[src/rtl/wb_basicio_gen_if.sv]
// Wishbone classic bus bundle for the basic I/O peripheral.
// Master drives request fields; slave returns ack and read data.
interface wb_basicio_gen_if;
  logic        wb_stb_i;
  logic        wb_cyc_i;
  logic        wb_ack_o;
  logic        wb_we_i;
  logic [31:0] wb_adr_i;
  logic [3:0]  wb_sel_i;
  logic [31:0] wb_dat_i;
  logic [31:0] wb_dat_o;

  modport master (
    output wb_stb_i, wb_cyc_i, wb_we_i,
    output wb_adr_i, wb_sel_i, wb_dat_i,
    input  wb_ack_o, wb_dat_o
  );

  modport slave (
    input  wb_stb_i, wb_cyc_i, wb_we_i,
    input  wb_adr_i, wb_sel_i, wb_dat_i,
    output wb_ack_o, wb_dat_o
  );
endinterface

[src/rtl/wb_basicio_gen.sv]
// Wishbone basic I/O: LEDs, synchronised switches and debounced
// buttons with per-button edge select, W1C pending and mask.
module wb_basicio_gen #(
  parameter int LED_W      = 8,
  parameter int SW_W       = 8,
  parameter int BTN_N      = 4,
  parameter int DEB_CYCLES = 50000,
  parameter int DEB_W      = 16
) (
  input  logic               clk,
  input  logic               reset,
  wb_basicio_gen_if.slave    wb,
  output logic [LED_W-1:0]   led,
  input  logic [SW_W-1:0]    sw,
  input  logic [BTN_N-1:0]   btn,
  output logic               irq
);

  localparam logic [DEB_W-1:0] DEB_MAX =
    DEB_W'(DEB_CYCLES - 1);

  localparam logic [7:0] A_LED  = 8'h00;
  localparam logic [7:0] A_SW   = 8'h04;
  localparam logic [7:0] A_BTN  = 8'h08;
  localparam logic [7:0] A_PEND = 8'h0C;
  localparam logic [7:0] A_MASK = 8'h10;
  localparam logic [7:0] A_EDGE = 8'h14;

  logic              ack_q, ack_d;
  logic [31:0]       dat_q, dat_d;
  logic [LED_W-1:0]  led_q, led_d;
  logic [SW_W-1:0]   sw_s1_q, sw_s2_q;
  logic [BTN_N-1:0]  btn_s1_q, btn_s2_q;
  logic [BTN_N-1:0]  st_q, st_d;
  logic [BTN_N-1:0]  st_dly_q;
  logic [BTN_N-1:0]  pend_q, pend_d;
  logic [BTN_N-1:0]  mask_q, mask_d;
  logic [BTN_N-1:0]  edge_q, edge_d;
  logic [DEB_W-1:0]  cnt_q [BTN_N];
  logic [DEB_W-1:0]  cnt_d [BTN_N];

  logic              req, wr, rd;
  logic [7:0]        adr;
  logic [31:0]       wm;
  logic [31:0]       rdata;
  logic              hit_led, hit_sw, hit_btn;
  logic              hit_pend, hit_mask, hit_edge;
  logic [BTN_N-1:0]  clr, ev;

  logic              unused_bits;
  assign unused_bits = ^{wb.wb_adr_i[31:8], wb.wb_dat_i};

  assign req = wb.wb_stb_i & wb.wb_cyc_i & ~ack_q;
  assign wr  = req & wb.wb_we_i;
  assign rd  = req & ~wb.wb_we_i;
  assign adr = wb.wb_adr_i[7:0];
  assign wm  = {{8{wb.wb_sel_i[3]}}, {8{wb.wb_sel_i[2]}},
                {8{wb.wb_sel_i[1]}}, {8{wb.wb_sel_i[0]}}};

  assign hit_led  = (adr == A_LED);
  assign hit_sw   = (adr == A_SW);
  assign hit_btn  = (adr == A_BTN);
  assign hit_pend = (adr == A_PEND);
  assign hit_mask = (adr == A_MASK);
  assign hit_edge = (adr == A_EDGE);

  always_comb begin
    rdata = '0;
    unique case (1'b1)
      hit_led:  rdata[LED_W-1:0] = led_q;
      hit_sw:   rdata[SW_W-1:0]  = sw_s2_q;
      hit_btn:  rdata[BTN_N-1:0] = st_q;
      hit_pend: rdata[BTN_N-1:0] = pend_q;
      hit_mask: rdata[BTN_N-1:0] = mask_q;
      hit_edge: rdata[BTN_N-1:0] = edge_q;
      default:  rdata = '0;
    endcase
  end

  always_comb begin
    ack_d  = req;
    dat_d  = rd ? rdata : dat_q;
    led_d  = led_q;
    mask_d = mask_q;
    edge_d = edge_q;
    clr    = '0;
    if (wr && hit_led)
      led_d = (led_q & ~wm[LED_W-1:0])
            | (wb.wb_dat_i[LED_W-1:0] & wm[LED_W-1:0]);
    if (wr && hit_mask)
      mask_d = (mask_q & ~wm[BTN_N-1:0])
             | (wb.wb_dat_i[BTN_N-1:0] & wm[BTN_N-1:0]);
    if (wr && hit_edge)
      edge_d = (edge_q & ~wm[BTN_N-1:0])
             | (wb.wb_dat_i[BTN_N-1:0] & wm[BTN_N-1:0]);
    if (wr && hit_pend)
      clr = wb.wb_dat_i[BTN_N-1:0] & wm[BTN_N-1:0];
  end

  // A new edge event overrides a same-cycle W1C.
  assign ev = (st_q & ~st_dly_q & ~edge_q)
            | (~st_q & st_dly_q & edge_q);
  assign pend_d = (pend_q & ~clr) | ev;

  always_comb begin
    st_d = st_q;
    for (int i = 0; i < BTN_N; i++) begin
      cnt_d[i] = cnt_q[i];
      if (btn_s2_q[i] == st_q[i]) begin
        cnt_d[i] = '0;
      end else if (cnt_q[i] == DEB_MAX) begin
        st_d[i]  = btn_s2_q[i];
        cnt_d[i] = '0;
      end else begin
        cnt_d[i] = cnt_q[i] + 1'b1;
      end
    end
  end

  always_ff @(posedge clk) begin
    if (reset) begin
      ack_q    <= 1'b0;
      dat_q    <= '0;
      led_q    <= '0;
      sw_s1_q  <= '0;
      sw_s2_q  <= '0;
      btn_s1_q <= '0;
      btn_s2_q <= '0;
      st_q     <= '0;
      st_dly_q <= '0;
      pend_q   <= '0;
      mask_q   <= '0;
      edge_q   <= '0;
      for (int i = 0; i < BTN_N; i++)
        cnt_q[i] <= '0;
    end else begin
      ack_q    <= ack_d;
      dat_q    <= dat_d;
      led_q    <= led_d;
      sw_s1_q  <= sw;
      sw_s2_q  <= sw_s1_q;
      btn_s1_q <= btn;
      btn_s2_q <= btn_s1_q;
      st_q     <= st_d;
      st_dly_q <= st_q;
      pend_q   <= pend_d;
      mask_q   <= mask_d;
      edge_q   <= edge_d;
      for (int i = 0; i < BTN_N; i++)
        cnt_q[i] <= cnt_d[i];
    end
  end

  assign wb.wb_ack_o = wb.wb_stb_i & wb.wb_cyc_i & ack_q;
  assign wb.wb_dat_o = dat_q;
  assign led         = led_q;
  assign irq         = |(pend_q & mask_q);

endmodule

[src/flat_wrapper.sv]
// flat-port wrapper written by rule: the top's interface ports become plain ports
module wb_basicio_gen_flat 
#(
  parameter int LED_W      = 8,
  parameter int SW_W       = 8,
  parameter int BTN_N      = 4,
  parameter int DEB_CYCLES = 50000,
  parameter int DEB_W      = 16
)
  (clk, reset, led, sw, btn, irq, wb_wb_stb_i, wb_wb_cyc_i, wb_wb_we_i, wb_wb_adr_i, wb_wb_sel_i, wb_wb_dat_i, wb_wb_ack_o, wb_wb_dat_o);
  wb_basicio_gen_if wb_i ();
  input  logic clk;
  input  logic reset;
  output logic [LED_W-1:0] led;
  input  logic [SW_W-1:0] sw;
  input  logic [BTN_N-1:0] btn;
  output logic irq;
  input wire logic [$bits(wb_i.wb_stb_i)-1:0] wb_wb_stb_i;
  input wire logic [$bits(wb_i.wb_cyc_i)-1:0] wb_wb_cyc_i;
  input wire logic [$bits(wb_i.wb_we_i)-1:0] wb_wb_we_i;
  input wire logic [$bits(wb_i.wb_adr_i)-1:0] wb_wb_adr_i;
  input wire logic [$bits(wb_i.wb_sel_i)-1:0] wb_wb_sel_i;
  input wire logic [$bits(wb_i.wb_dat_i)-1:0] wb_wb_dat_i;
  output wire logic [$bits(wb_i.wb_ack_o)-1:0] wb_wb_ack_o;
  output wire logic [$bits(wb_i.wb_dat_o)-1:0] wb_wb_dat_o;
  assign wb_i.wb_stb_i = wb_wb_stb_i;
  assign wb_i.wb_cyc_i = wb_wb_cyc_i;
  assign wb_i.wb_we_i = wb_wb_we_i;
  assign wb_i.wb_adr_i = wb_wb_adr_i;
  assign wb_i.wb_sel_i = wb_wb_sel_i;
  assign wb_i.wb_dat_i = wb_wb_dat_i;
  assign wb_wb_ack_o = wb_i.wb_ack_o;
  assign wb_wb_dat_o = wb_i.wb_dat_o;
  wb_basicio_gen #(.LED_W(LED_W), .SW_W(SW_W), .BTN_N(BTN_N), .DEB_CYCLES(DEB_CYCLES), .DEB_W(DEB_W)) u_core (.clk(clk), .reset(reset), .wb(wb_i), .led(led), .sw(sw), .btn(btn), .irq(irq));
endmodule
[config.mk]
export PLATFORM = sky130hd
export DESIGN_NAME = wb_basicio_gen_flat
export DESIGN_NICKNAME = d
export VERILOG_FILES = /design/src/rtl/wb_basicio_gen_if.sv /design/src/rtl/wb_basicio_gen.sv /design/src/flat_wrapper.sv
export SDC_FILE = /design/constraint.sdc
export NUM_CORES = 1
export LEC_CHECK = 0
export CAP_MARGIN = 10
export CORE_ASPECT_RATIO = 0.7
export CORE_MARGIN = 3
export CORE_UTILIZATION = 60
export CTS_CLUSTER_SIZE = 30
export DETAILED_ROUTE_END_ITERATION = 16
export DONT_BUFFER_PORTS = 1
export GPL_ROUTABILITY_DRIVEN = 1
export HOLD_SLACK_MARGIN = 0.06
export PLACE_DENSITY = 0.76
export REMOVE_ABC_BUFFERS = 1
export SYNTH_ARGS = -nofsm -noshare
export SYNTH_HDL_FRONTEND = slang
export SYNTH_SLANG_ARGS = --single-unit
[constraint.sdc]
create_clock -name clk -period 2.6 [get_ports clk]
set_input_delay 0.26 -clock clk [delete_from_list [all_inputs] [get_ports clk]]
set_output_delay 0.26 -clock clk [all_outputs]
set_load 0.03 [all_outputs]
Yosys cells after proc, flatten, opt, wreduce, memory -nomap -nowiden
Memories as Yosys holds them, arrays and structs flattened.
Index checks and enable logic that the tools add are counted.
- input port bits: 85
- logic and storage cells: 98
- RAM bits: 64
- memories: 1
- register bits after elaboration: 61
- output and inout bits: 42
- memory list (name ; depth ; bits a word ; rd ports ; clocked after memory_dff ; write ports ; line ; source):
    u_core.cnt_q ; 4 ; 16 ; 4 ; 0 ; 4 ; wb_basicio_gen.sv:39 ; logic [DEB_W-1:0] cnt_q [BTN_N];
- add/subtract/negate cells: 4
- mux-type cells: 18
- reduce and logical (&&, ||, !) cells: 10
- bitwise operators: 37
- equal/unequal tests: 13
- operators by type and width (kind ; number):
    $mux W16 ; 12
    $add A16 B1 Y16 const B ; 4
    $eq A16 B16 Y1 const B ; 4
    $and A4 B4 Y4 ; 9
    $pmux W4 S6 ; 1
    $not A4 Y4 ; 5
    $and A8 B8 Y8 ; 2
    $eq A8 B4 Y1 const B ; 2
    $eq A8 B5 Y1 const B ; 2
    $or A4 B4 Y4 ; 4
    $eq A8 B3 Y1 const B ; 1
    $logic_not A8 Y1 ; 1
    $not A8 Y8 ; 1
    $or A8 B8 Y8 ; 1
    $pmux W4 S2 ; 1
    $reduce_and A2 Y1 ; 4
    $not A1 Y1 ; 6
    $and A1 B1 Y1 ; 5
    $eq A1 B1 Y1 ; 4
    $logic_and A1 B1 Y1 ; 4
    $mux W4 ; 1
    $or A1 B1 Y1 ; 4
    $reduce_or A4 Y1 ; 1
    $mux W1 ; 3

Longest topological paths before layout
Gate-level depths: netlist (run 1).
- depth in word-level cells: 8
- gate-level depth with buffers: 7
- mapped depth without buffers: 5

Least setup slack after synthesis (run 1)
Ideal clock, no wire load.
- path type: register -> register
- start: mem u_core.cnt_q[2][0]
- end: reg u_core.st_q[2]
- arrival: 1692 ps
- clock period less this slack: 1813 ps
- setup time: 121 ps
- setup slack: 787 ps
- stages on the path, launching flop included: 6
- data required time: 2479 ps
- path through: dfxtp_1 ha_1 nand3_1 or4_4 nor2_1 mux2_2
- RTL lines (item ; line ; source):
    start: declaration ; wb_basicio_gen.sv:39 ;
    end signal: assignment ; wb_basicio_gen.sv:144 ; st_q <= st_d;
    end: declaration ; wb_basicio_gen.sv:34 ; logic [BTN_N-1:0] st_q, st_d;

==> results of run 1 <==
## repair_timing
item                                   4_1_cts  5_1_grt
hold buffers                                24        0
endpoints found under the hold margin       58        0
setup endpoints to repair                    0        0
buffers inserted                             0        0
## layout by cell type (no fill, tap or decap), types with 3 or more instances in the layout
cell type,synthesis,layout
a21oi_1,7,7
a22oi_1,6,6
a31oi_1,4,4
and3_1,5,5
and4_1,5,5
clkbuf_16,0,17
clkinv_2,0,3
clkinvlp_4,0,6
conb_1,1,24
dfxtp_1,125,125
dlygate4sd3_1,0,23
ha_1,4,4
inv_1,14,14
mux2i_1,26,26
mux4_2,4,4
nand2_1,17,17
nand3_1,23,23
nand3b_1,5,5
nand4_1,20,20
nor2_1,98,98
nor2b_1,29,29
nor3_1,16,16
nor4_1,13,13
nor4b_1,3,3
nor4bb_1,5,5
o21ai_0,5,5
o2bb2ai_1,4,4
or3b_2,4,4
or4_1,3,3
xnor2_1,46,46
xor2_1,11,11
## logic make-up (layout without fill, tap and decap cells)
group           Yosys count  count (layout)  synth area share, %
simple gates            263             263                 26.3
flops                   125             125                 46.5
xor+xnor                 57              57                 9.27
buf+inv                  56              71                 6.13
mux                      32              32                 6.92
compound gates           31              31                 3.95
fa+ha+maj                 4               4                0.929
other cells               1              24               0.0696
## worst reg2reg max path: cells and delay by family, from the launching register on
kind                     cells  cell delay, ps
flip-flops                   1             370
adder cells (fa/ha/maj)      1             220
AND/OR/NAND/NOR              4            1330
## worst paths after layout
path / start / endpoint / slack, ps / depth (start not counted)
hold reg to reg: u_core.sw_s1_q[3] / u_core.sw_s2_q[3] / 430 / 1
hold / removal: wb_wb_adr_i[2] / u_core.wb.wb_dat_o[5] / 80 / 2
setup reg to reg: u_core.cnt_q[1][0] / u_core.cnt_q[1][13] / 540 / 5
setup / recovery: u_core.cnt_q[1][0] / u_core.cnt_q[1][13] / 540 / 5
## through the flow
| stage | utilization (%) | hold slack (ps) | setup slack, ps | total power [W] |
|---|---|---|---|---|
| finish | 71.9 | 84.7 | 539 | 0.00432 |
| global route | 71.9 | 79.7 | 328 | 0.00446 |
| CTS | 71.9 | 64.4 | 493 | 0.00434 |
| detailed placement | 62.4 | 338 | 533 | 0.00208 |
| global placement | 62.4 | 337 | 626 | 0.00208 |
| floorplan | - | 329 | 787 | 0.00207 |
## power by group through the flow
| stage | Clock (W) | Sequential [W] | Combinational [W] |
|---|---|---|---|
| after global routing | 0.00236 | 0.00195 | 0.000156 |
| after floorplan | 0 | 0.00198 | 0.0000869 |
| after CTS | 0.00226 | 0.00194 | 0.000141 |
| final | 0.00223 | 0.00194 | 0.000145 |
| after detailed placement | 0 | 0.00198 | 0.0000947 |
| after global placement | 0 | 0.00198 | 0.0000926 |
## cell usage after synthesis, types with 2 or more instances
master and count:
a21oi_1 7, and4_1 5, nand4b_1 2, inv_1 14, xor2_1 11, and3_1 5
buf_2 2, a31oi_1 4, clkbuf_1 12, or4_4 2, or3_1 2, a22oi_1 6
nor3_1 16, o31ai_1 2, dfxtp_1 125, mux4_2 4, nand4_1 20, nand2_1 17
mux2i_1 26, mux2_2 2, xnor2_1 46, ha_1 4, buf_4 25, or3b_2 4
nor2_1 98, o2bb2ai_1 4, and2_1 2, nand3b_1 5, o21ai_0 5, nor2b_1 29
nor4b_1 3, nor4bb_1 5, nand3_1 23, or4_1 3, nor4_1 13
## routing by layer
metal  track usage (%)  vias up  routed length, µm
met2              37.8      142               5490
met5                 0        -                  0
met1              29.3     1931               4900
li1                  -     1978                  -
met3              6.53       15                758
met4              10.3        0                150
## area by class of cell
type | instances | share of cell area (%)
flip-flops and latches | 125 | 40.5
well taps | 120 | 2.43
multi-input cells | 411 | 42.8
clock buffers | 19 | 7.34
inverters | 14 | 0.851
repair buffers | 25 | 4.18
clock inverters | 13 | 1.89
==> impl_metrics.py, run 1 <==
metrics = {
    "floorplanning": {
        "die_area_mm2": 0.0102,
        "die_w_um": 119,
        "core_mm2": 0.00858,
        "io_pins": 127,
        "dieHeight_um": 85.3,
        "start_util_pct": 62.8,
        "rows": 28,
    },
    "worst_setup_path": {
        "cp.required_ps": 2870,
        "critPathKind": "flop to flop",
        "crit_chain": "ha_1, nand3_1, nor4_2, or3_1, nor2_1",
        "start_kind": "flop",
        "crit_buf_inv": 0,
        "slowest_stage": "or3_1",
        "critPathMaxStageDelay_ps": 500,
        "crit_family": "simple AND/OR/NAND/NOR gates",
        "arrival_ps": 2330,
        "end_kind": "flop",
        "crit_fanout": 16,
    },
    "cells_and_area": {
        "nFillCells": 606,
        "multiInputGateArea_mm2": 0.00264,
        "antenna_cells": 0,
        "fin_cells": 727,
        "fin_nets": 683,
        "stdcell_area_mm2": 0.00617,
        "area_delta_synth_final_pct": 14.6,
        "seqCellArea_mm2": 0.00250,
        "drive_gt1_share_pct": 8.40,
    },
    "sta": {
        "worst_clock_skew_ps": 7.62,
        "slew_viol_final": 0,
        "fmax_ghz": 0.485,
        "tightest_slew_ps": 658,
        "slew_headroom_pct": 55.8,
        "setup_viol": 0,
        "setup_tns_ps": 0,
        "min_period_over_period_pct": 79.3,
        "rsz0062_at_grt": "false",
        "min_period_ps": 2060,
        "hold_violations": 0,
    },
    "clock_tree": {
        "clock_latency_ps": 410,
        "cts_root_buffer": "clkbuf_16",
        "tritoncts_num_sinks": 125,
        "ctsResizeCount": 0,
        "cts_tree": "yes",
        "clkTransAtPathRegs_ps": 60,
        "clockBufferDepth": 2,
        "htreeDepth": 4,
        "cts_buffers": 17,
    },
    "synthesis": {
        "synth-edff-count": 0,
        "syn_area_mm2": 0.00539,
        "synth-async-reset-ratio_pct": 0,
        "synthTopCellsByArea": "dfxtp_1 46%, xnor2_1 7.5%, nor2_1 6.8%",
        "synth_ff_type": "dfxtp_1",
        "synth.largest_area_cell": "dfxtp_1",
        "synth_top_area_share_pct": 46.5,
        "synth_warnings": 0,
        "avgSynthCellArea_um2": 9.47,
        "yosysSeqAreaShare_pct": 46.5,
        "ys_ff_latch": 125,
        "syn_inst": 569,
        "synth_cell_type_count": 51,
    },
    "placed_design": {
        "dpl.hpwl_um": 6970,
        "gp_congestion": 0.825,
        "dpl-instance-area_mm2": 0.00535,
        "placedCellCount": 671,
        "portBuffers": 0,
    },
    "drt": {
        "viasPerCell": 5.59,
        "drt_iter0_drc": 278,
        "wirelength_um": 11300,
        "vias": 4066,
        "ant_nets": 0,
        "drt_first_pass_iters": 5,
        "drc_errors": 0,
        "wl_per_cell_um": 15.5,
    },
    "status": {
        "outcome": "finished, final reports clean",
    },
    "pwr": {
        "clkPwrFrac_pct": 51.7,
        "p_int_w": 0.00335,
        "leakage_nw": 2.14,
        "switchingPower_w": 0.000969,
        "p_seq_share_pct": 45.0,
        "peakVddDrop_v": 0.000483,
        "sw_frac_of_total_pct": 22.4,
        "p_per_area_mw_per_mm2": 700,
        "combPwrFrac_pct": 3.3,
    },
    "global_route": {
        "grt_pass1_wl_um": 18900,
        "grt_antenna_before_repair": 0,
        "grt_pass1_vias": 3965,
        "grt_usage_pct": 23.3,
        "grt_max_degree": 57,
        "gr-total-overflow": 0,
    },
    "run": {
        "maxCapViolations": 0,
    },
    "worst_hold_path": {
        "hold_class": "input port to flop",
    },
}
(Power assumes the default switching activity.)
==> run 2, diff against run 1 <==
==> constraint.sdc (replaced) <==
create_clock -name clk -period 1.9 [get_ports clk]
set_input_delay 0.19 -clock clk [delete_from_list [all_inputs] [get_ports clk]]
set_output_delay 0.19 -clock clk [all_outputs]
set_load 0.03 [all_outputs]
==> run 2 against run 1 <==
  * Core utilization rose by 1.8 points
  * Sequential cell count is the same
  * Sequential share of layout area fell by 0.98 points
  * First-iteration DRC count grew 33%
  * Cell count up 1.7%
  * Largest power group unchanged
  * Highest routed layer unchanged
==> impl_metrics.py, run 2 (synthesized netlist as in run 1, its figures left out) <==
metrics = {
    "worst_hold_path": {
        "hold_class": "input port to flop",
        "min_path_cells": 3,
        "worstHoldStart": "wb_wb_dat_i[2]",
        "min_to": "u_core.pend_q[2]",
    },
    "cells_and_area": {
        "fin_nets": 695,
        "drive_gt1_share_pct": 10.0,
        "area_delta_synth_final_pct": 17.5,
        "final_cell_mix": "124 x dfxtp_1, 98 x nor2_1, 46 x xnor2_1, 29 x nor2b_1, 26 x mux2i_1",
        "utilization_pct": 73.7,
        "antenna_cells": 0,
        "nFillCells": 564,
        "layout_commonest_cell": "dfxtp_1",
    },
    "drt": {
        "wirelength_um": 11000,
        "viasPerCell": 5.52,
        "wl_per_cell_um": 14.9,
        "drt_iter0_drc": 371,
        "drc_errors": 0,
        "drt_first_pass_iters": 5,
        "vias": 4076,
        "ant_nets": 0,
    },
    "pwr": {
        "p_per_area_mw_per_mm2": 959,
        "leakage_nw": 2.22,
        "peakVddDrop_v": 0.000772,
    },
    "floorplanning": {
        "die_w_um": 119,
        "start_util_pct": 62.8,
        "io_pins": 127,
        "die_area_mm2": 0.0102,
        "dieHeight_um": 85.3,
        "rows": 28,
        "core_mm2": 0.00858,
    },
    "worst_setup_path": {
        "start_kind": "flop",
        "rr_startpoint": "u_core.cnt_q[1][11]",
        "crit_fanout": 16,
        "end_kind": "flop",
        "reg2reg_slack_ps": 100,
        "reg2reg_depth": 5,
        "cp.required_ps": 2200,
        "critPathKind": "flop to flop",
        "arrival_ps": 2100,
        "r2r_end": "u_core.cnt_q[1][4]",
    },
    "placed_design": {
        "dpl.hpwl_um": 7060,
        "portBuffers": 0,
        "gp_congestion": 0.841,
    },
    "global_route": {
        "grt_pass1_wl_um": 18700,
        "grt-busiest-layer": "met2",
        "grt_usage_pct": 23.0,
        "grt_max_degree": 61,
        "met2_usage_pct": 36.6,
        "grt.met1_usage_pct": 28.9,
        "grtUsageMet3_pct": 6.86,
        "grt_pass1_vias": 3958,
        "grt_antenna_before_repair": 0,
        "gr-total-overflow": 0,
    },
    "clock_tree": {
        "cts_tree": "yes",
        "cts_buffers": 17,
        "cts_root_buffer": "clkbuf_16",
        "clockBufferDepth": 2,
        "htreeDepth": 4,
        "clkTransAtPathRegs_ps": 60,
        "cts_setup_buffers": 0,
        "tritoncts_num_sinks": 125,
        "clock_latency_ps": 410,
    },
    "status": {
        "outcome": "finished, final reports clean",
    },
    "run": {
        "maxCapViolations": 0,
    },
    "sta": {
        "min_period_ps": 1800,
        "setup_viol": 0,
        "slew_viol_final": 0,
        "min_period_over_period_pct": 94.8,
        "rsz0062_at_grt": "false",
        "hold_violations": 0,
        "worst_clock_skew_ps": 9.87,
        "setup_tns_ps": 0,
        "fmax_ghz": 0.555,
    },
}
## run 2: cell types whose count changed in the layout (fill, tap and decap cells not counted), moves of 2 or more
| cell | delta |
|---|---|
| buf_12 | +2 |
| buf_4 | +8 |
| clkinv_2 | -2 |
| clkinvlp_4 | -2 |
| dlygate4sd3_1 | +2 |
| inv_6 | +3 |
## run 2: power by group
| part | switching, W | leakage, nW | internal [W] |
|---|---|---|---|
| sequential | 0.0000106 | 1.01 | 0.00265 |
| combinational | 0.000131 | 0.927 | 0.0000815 |
| clock | 0.00121 | 0.280 | 0.00198 |
## run 2: how the worst max path moves through the flow
stage / startpoint / depth (start not counted) / endpoint
2_1_floorplan: u_core.cnt_q[2][0] / 5 / u_core.st_q[2]
6_report: u_core.cnt_q[1][11] / 5 / u_core.cnt_q[1][4]
3_3_place_gp: u_core.cnt_q[1][11] / 5 / u_core.cnt_q[1][13]
5_1_grt: u_core.cnt_q[1][11] / 5 / u_core.cnt_q[1][14]
3_5_place_dp: u_core.cnt_q[1][11] / 5 / u_core.cnt_q[1][11]
4_1_cts: u_core.cnt_q[1][11] / 5 / u_core.cnt_q[1][13]
## run 2: through the flow
stage          std cells  hold slack, ps  cell area, µm²  power (W)  worst slack (ps)
6_report             739            76.1            6330    0.00607              99.6
5_1_grt              739            69.5            6330    0.00628              11.1
4_1_cts              739            61.1            6320    0.00612              52.9
3_5_place_dp         681             270            5450    0.00286              69.8
3_3_place_gp         681             268            5450    0.00285               147
2_1_floorplan        550             259            5190    0.00283              86.9
## run 2: area by class of cell
| cell class | instances | area (µm²) | area share (%) |
|---|---|---|---|
| Timing Repair Buffer | 37 | 378 | 5.97 |
| Clock buffer | 18 | 439 | 6.94 |
| Tap cell | 120 | 150 | 2.37 |
| Sequential cell | 125 | 2500 | 39.6 |
| Multi-Input combinational cell | 411 | 2650 | 41.9 |
| Clock inverter | 14 | 156 | 2.47 |
| Inverter | 14 | 52.6 | 0.830 |
## run 2: timing repair
item	CTS	global route
setup endpoints to repair	0	17
hold buffers	26	0
endpoints found under the hold margin	63	0
resized for setup	0	2
## run 2: critical path, stage by stage (launching register included)
cell and delay, ps:
dfxtp_1 360, or4_1 590, nor4_4 340, or3_1 200, buf_12 150, nor2_1 50
## run 2: per-layer routing
layer	part of all wire, %	wire (µm)
met1	44	4860
met5	0	0
met3	6.4	701
met2	48	5250
met4	2.0	219
